==> src/rtl/dds_cfg_sched.sv <==
// Two-requester configuration scheduler for the dual-channel DDS: round-robin grant, shadow
// staging, and commit to the active words on a sync tick or after a bounded wait.
module dds_cfg_sched #(
  parameter int unsigned DW      = 32,
  parameter int unsigned PW      = 12,
  parameter int unsigned TIMEOUT = 1024
) (
  input  logic          clk_i,
  input  logic          rst_i,
  input  logic          req0_i,
  input  logic          req1_i,
  input  logic [1:0]    sel0_i,
  input  logic [1:0]    sel1_i,
  input  logic [DW-1:0] data0_i,
  input  logic [DW-1:0] data1_i,
  input  logic          sync_i,
  output logic          ack0_o,
  output logic          ack1_o,
  output logic [DW-1:0] f1_word_o,
  output logic [DW-1:0] f2_word_o,
  output logic [PW-1:0] p1_word_o,
  output logic [PW-1:0] p2_word_o,
  output logic [1:0]    c_flag_o,
  output logic          upd_o,
  output logic          busy_o,
  output logic          tmo_o
);

  localparam int unsigned CW = $clog2(TIMEOUT);
  localparam logic [CW-1:0] CntLast = CW'(TIMEOUT - 1);

  typedef enum logic [1:0] {StIdle, StWrite, StWaitSync} state_e;

  state_e        state_q;
  logic          rr_q;
  logic          gnt1_q;
  logic [1:0]    sel_q;
  logic [DW-1:0] data_q;
  logic [1:0]    pend_q;
  logic [CW-1:0] cnt_q;
  logic [DW-1:0] sh_f1_q, sh_f2_q, f1_q, f2_q;
  logic [PW-1:0] sh_p1_q, sh_p2_q, p1_q, p2_q;
  logic [1:0]    c_flag_q;
  logic          ack0_q, ack1_q, upd_q, busy_q, tmo_q;
  logic          grant1;
  logic          expire;

  // Pointer set means requester 1 is favoured when both request.
  always_comb begin
    grant1 = req1_i & (~req0_i | rr_q);
    expire = (cnt_q == CntLast);
  end

  always_ff @(posedge clk_i) begin
    if (rst_i) begin
      state_q  <= StIdle;
      rr_q     <= 1'b0;
      gnt1_q   <= 1'b0;
      sel_q    <= '0;
      data_q   <= '0;
      pend_q   <= '0;
      cnt_q    <= '0;
      sh_f1_q  <= '0;
      sh_f2_q  <= '0;
      sh_p1_q  <= '0;
      sh_p2_q  <= '0;
      f1_q     <= '0;
      f2_q     <= '0;
      p1_q     <= '0;
      p2_q     <= '0;
      c_flag_q <= '0;
      ack0_q   <= 1'b0;
      ack1_q   <= 1'b0;
      upd_q    <= 1'b0;
      busy_q   <= 1'b0;
      tmo_q    <= 1'b0;
    end else begin
      ack0_q <= 1'b0;
      ack1_q <= 1'b0;
      upd_q  <= 1'b0;
      unique case (state_q)
        StIdle: begin
          if (req0_i || req1_i) begin
            gnt1_q  <= grant1;
            sel_q   <= grant1 ? sel1_i : sel0_i;
            data_q  <= grant1 ? data1_i : data0_i;
            rr_q    <= ~grant1;
            ack0_q  <= ~grant1;
            ack1_q  <= grant1;
            busy_q  <= 1'b1;
            state_q <= StWrite;
          end
        end
        StWrite: begin
          unique case (sel_q)
            2'd0: sh_f1_q <= data_q;
            2'd1: sh_p1_q <= data_q[PW-1:0];
            2'd2: sh_f2_q <= data_q;
            2'd3: sh_p2_q <= data_q[PW-1:0];
            default: ;
          endcase
          pend_q  <= sel_q;
          cnt_q   <= '0;
          state_q <= StWaitSync;
        end
        StWaitSync: begin
          cnt_q <= cnt_q + CW'(1);
          if (sync_i || expire) begin
            f1_q     <= sh_f1_q;
            f2_q     <= sh_f2_q;
            p1_q     <= sh_p1_q;
            p2_q     <= sh_p2_q;
            c_flag_q <= pend_q;
            upd_q    <= 1'b1;
            busy_q   <= 1'b0;
            state_q  <= StIdle;
            // A coincident sync makes the commit a normal one.
            if (!sync_i) tmo_q <= 1'b1;
          end
        end
        default: begin
          busy_q  <= 1'b0;
          state_q <= StIdle;
        end
      endcase
    end
  end

  always_comb begin
    ack0_o    = ack0_q;
    ack1_o    = ack1_q;
    f1_word_o = f1_q;
    f2_word_o = f2_q;
    p1_word_o = p1_q;
    p2_word_o = p2_q;
    c_flag_o  = c_flag_q;
    upd_o     = upd_q;
    busy_o    = busy_q;
    tmo_o     = tmo_q;
  end

endmodule

==> config.mk <==
export PLATFORM = sky130hd
export DESIGN_NAME = dds_cfg_sched
export DESIGN_NICKNAME = d
export VERILOG_FILES = /design/src/rtl/dds_cfg_sched.sv
export SDC_FILE = /design/constraint.sdc
export NUM_CORES = 1
export LEC_CHECK = 0
export CAP_MARGIN = 5
export CELL_PAD_IN_SITES_DETAIL_PLACEMENT = 1
export CELL_PAD_IN_SITES_GLOBAL_PLACEMENT = 2
export CORE_MARGIN = 2
export CORE_UTILIZATION = 27
export DETAILED_ROUTE_END_ITERATION = 16
export PLACE_DENSITY = 0.75
export SLEW_MARGIN = 20
export SYNTH_ARGS = -nofsm -noshare
export SYNTH_HDL_FRONTEND = slang
export SYNTH_SLANG_ARGS = --single-unit
==> constraint.sdc <==
create_clock -name clk_i -period 1.45 [get_ports clk_i]
set_input_delay 0.29 -clock clk_i [delete_from_list [all_inputs] [get_ports clk_i]]
set_output_delay 0.29 -clock clk_i [all_outputs]
set_load 0.005 [all_outputs]
==> impl_metrics.env, run 1 <==
export IMPL_status="finished with violations"
export IMPL_failed_checks="setup timing"
export IMPL_internal_power_mw=12.5
export IMPL_row_count=65
export IMPL_grt_setup_unrepaired="true"
export IMPL_clock_skew_ns=0.00998
export IMPL_n_antenna_cell=0
export IMPL_cp_common_cell="buf_12"
export IMPL_core_area_mm2=0.0316
export IMPL_powerDensity_mw_per_mm2=1180
export IMPL_wl_per_cell_um=21.5
export IMPL_initial_utilization_pct=27.4
export IMPL_min_to="data_q[14]"
export IMPL_crit_buf_inv=3
export IMPL_totalWireLength_um=36600
export IMPL_critical_path_required_ns=1.90
export IMPL_path_cells="ha_4, and4_4, a41o_4, buf_6, buf_12, buf_12, nand2_1, a21oi_1"
export IMPL_synth_distinct_cells=42
export IMPL_p_sw_mw=4.74
export IMPL_critPathLaunchType="register"
export IMPL_die_w_um=183
export IMPL_arrival_ns=2.16
export IMPL_synth_cell_area_mm2=0.00868
export IMPL_worstReg2RegEnd="c_flag_o[0]"
export IMPL_cts_htree_levels=1
export IMPL_ys_ff_latch=232
export IMPL_cts_tree="yes"
export IMPL_reg2reg_from="cnt_q[0]"
export IMPL_io_buffers=167
export IMPL_cp_end_kind="register"
export IMPL_ant_nets=0
export IMPL_synth_edf_count=0
export IMPL_cp_slowest_cell="dfxtp_2"
export IMPL_grt_max_degree=89
export IMPL_rr_worst_depth=8
export IMPL_clkTransAtPathRegs_ns=0.06
export IMPL_nFillCells=3479
export IMPL_cts_buffers=27
export IMPL_syn_inst=1028
export IMPL_drive_gt1_share_pct=39.7
export IMPL_finalCritPeriodShare_pct=118
export IMPL_antenna_found_initial=0
export IMPL_clkSinkCount=232
export IMPL_drv_slew=0
export IMPL_gr_total_overflow=0
export IMPL_setup_tns_ns=-26.67
export IMPL_min_path_cells=3
export IMPL_syn_nets=1105
export IMPL_dieArea_mm2=0.0336
export IMPL_clock_path_buffers=3
export IMPL_p_leak_nw=5.91
export IMPL_drt_pass1_iter_count=5
export IMPL_r2r_slack_ns=-0.26
export IMPL_maxCapViolCount=0
export IMPL_drtIter0Drc=339
export IMPL_setup_viol=202
export IMPL_fin_crit_ns=1.71
export IMPL_grt_pass1_wl_um=51700
export IMPL_gp_congestion=0.715
export IMPL_switching_share_pct=27.5
export IMPL_cts_root_buffer="clkbuf_16"
export IMPL_vias_per_cell=4.86
export IMPL_hold_viol_final=0
export IMPL_vdd_drop_max_uv=785
export IMPL_clkPwrFrac_pct=40.2
export IMPL_regArea_mm2=0.00469
export IMPL_slowest_delay_ns=0.35
export IMPL_max_freq_mhz=585
export IMPL_drc=0
export IMPL_crit_fanout=6
export IMPL_areaGrowthSynthToFinish_pct=68.7
export IMPL_avgSynthCellArea_um2=8.44
export IMPL_grt_usage_pct=20.3
export IMPL_vias=8280
export IMPL_comb_power_share_pct=19.0
export IMPL_cpLargestDelayFamily="compound AO/OA/AOI/OAI gates"
export IMPL_die_y_um=183
export IMPL_grt_pass1_vias=8480
export IMPL_seqPwrFrac_pct=40.8
export IMPL_slew_headroom_pct=62.9
export IMPL_power_mw=17.3
export IMPL_synthArstFlopShare_pct=0
export IMPL_multi_input_area_mm2=0.00481
export IMPL_hpwlAfterDp_um=18000
export IMPL_ios=168
export IMPL_yosysWarningCount=0
export IMPL_worst_slack_ns=-0.259
export IMPL_critPathKind="register to register"
export IMPL_max_slew_worst_pin_slew_ns=0.557
export IMPL_final_nets=1361
export IMPL_synthFlopType="dfxtp_1"
export IMPL_min_delay_start="data1_i[14]"
export IMPL_seq_area_frac_synth_pct=53.5
export IMPL_clock_latency_ns=0.53
export IMPL_hp_class="input pin to register"
-- worst register-to-register path, delay by kind of cell (launching register included) --
kind | cells | cell delay [ns]
simple gates | 2 | 0.30
flops | 1 | 0.35
fa+ha+maj | 1 | 0.13
compound gates | 2 | 0.46
buf+inv | 3 | 0.40
-- stage by stage --
step	instance area (um^2)	hold WS, ns	utilization [%]	worst slack [ns]	std cells
after floorplan	8730	0.432	-	-0.0423	1028
after global placement	11100	0.440	35.1	-0.457	1574
after detailed placement	11100	0.447	35.1	-0.497	1574
after CTS	13800	0.389	43.7	-0.258	1690
after global routing	14600	0.417	46.3	-0.307	1703
final	14600	0.409	46.3	-0.259	1703
-- final cells by class --
class                   count  share of cell area [%]
repair buffers            304                    25.5
flip-flops and latches    232                    32.0
well taps                 402                    3.44
clock inverters             6                   0.564
inverters                   4                   0.120
clock buffers              40                    5.56
multi-input cells         715                    32.8
-- power by group through the flow --
stage	clock [mW]	combinational, mW	sequential (mW)
global placement	0	1.74	7.07
global route	7.35	3.45	7.07
floorplan	0	0.991	6.94
finish	6.94	3.28	7.03
CTS	7.07	2.95	6.97
detailed placement	0	1.77	7.07
-- registers in the layout, summed over array words and instances, names as in the netlist --
| register | flops |
|---|---|
| ack0_o | 1 |
| ack1_o | 1 |
| busy_o | 1 |
| c_flag_o | 2 |
| cnt_q | 10 |
| data_q | 32 |
| f1_word_o | 32 |
| f2_word_o | 32 |
| p1_word_o | 12 |
| p2_word_o | 12 |
| pend_q | 2 |
| rr_q | 1 |
| sel_q | 2 |
| sh_f1_q | 32 |
| sh_f2_q | 32 |
| sh_p1_q | 12 |
| sh_p2_q | 12 |
| state_q | 2 |
| tmo_o | 1 |
| upd_o | 1 |
-- placed cells by master (no fill, tap or decap), drive strengths merged, types with 4 or more instances in the layout --
cell,n
nand2,360
dfxtp,232
a21oi,181
buf,125
dlygate4sd2,78
clkdlybuf4s50,71
clkbuf,60
nor2,50
mux2i,36
a211oi,34
clkdlybuf4s15,9
xor2,5
ha,4
nand3,4
o21ai,4
inv,4
-- Yosys cell counts (all sizes together), types with 2 or more instances --
library cell	number	area share [%]
dfxtp	232	54
clkbuf	38	1.6
mux2i	36	4.2
or3b	2	0.20
or3	2	0.14
inv	4	0.17
and3	2	0.14
nand2b	2	0.14
and4	3	0.36
nor3b	3	0.32
ha	4	0.58
nand3	4	0.23
o21ai	4	0.23
nand2	360	16
or2	2	0.14
xor2	5	0.50
nor2	50	2.2
nor3	3	0.17
o31ai	2	0.17
buf	40	3.4
xnor2	3	0.30
a21oi	181	12
nand4	2	0.14
a211oi	34	2.9
-- how the worst max path moves through the flow --
stage	startpoint	end	slack, ns	cells past startpoint
3_5_place_dp	req0_i	data_q[22]	-0.50	7
2_1_floorplan	state_q[1]	sh_f1_q[18]	-0.04	7
5_1_grt	cnt_q[1]	f1_word_o[31]	-0.31	8
6_report	cnt_q[0]	c_flag_o[0]	-0.26	8
3_3_place_gp	req0_i	data_q[24]	-0.46	7
4_1_cts	cnt_q[0]	p1_word_o[6]	-0.26	9
-- routing by layer --
layer | up-vias | track usage (%) | wire (um)
met5 | - | 0 | 0
li1 | 3933 | - | -
met4 | 0 | 6.08 | 1140
met2 | 213 | 35.3 | 18300
met1 | 4067 | 25.7 | 15700
met3 | 67 | 3.34 | 1500
-- cell families (layout without fill, tap and decap cells) --
| kind of cell | Yosys count | in the layout | share of synthesized area, % |
|---|---|---|---|
| and+or+nand+nor | 439 | 440 | 20.1 |
| DFF | 232 | 232 | 53.5 |
| AOI/OAI and AO/OA | 227 | 227 | 15.6 |
| buffers and inverters | 82 | 354 | 5.19 |
| muxes | 36 | 36 | 4.15 |
| xor gates and xnor gates | 8 | 8 | 0.808 |
| adders and majority gates | 4 | 4 | 0.577 |
-- what timing repair did --
action	in CTS	in global routing
gates cloned	32	13
setup buffers	38	16
resized for setup	337	251
hold buffers	1	0
endpoints found under the hold margin	2	0
pin swaps	80	125
setup endpoints to repair	293	247
Note: power is estimated with default switching activity, not from simulation.
==> inputs of run 2 (changes only) <==
--- a/config.mk
+++ b/config.mk
@@ -12,7 +12,7 @@
 export CORE_UTILIZATION = 27
 export DETAILED_ROUTE_END_ITERATION = 16
 export PLACE_DENSITY = 0.75
-export SLEW_MARGIN = 20
+export SLEW_MARGIN = 10
 export SYNTH_ARGS = -nofsm -noshare
 export SYNTH_HDL_FRONTEND = slang
 export SYNTH_SLANG_ARGS = --single-unit
==> results of run 2 <==
Final layout, timing and power as in run 1 (identical DEF).
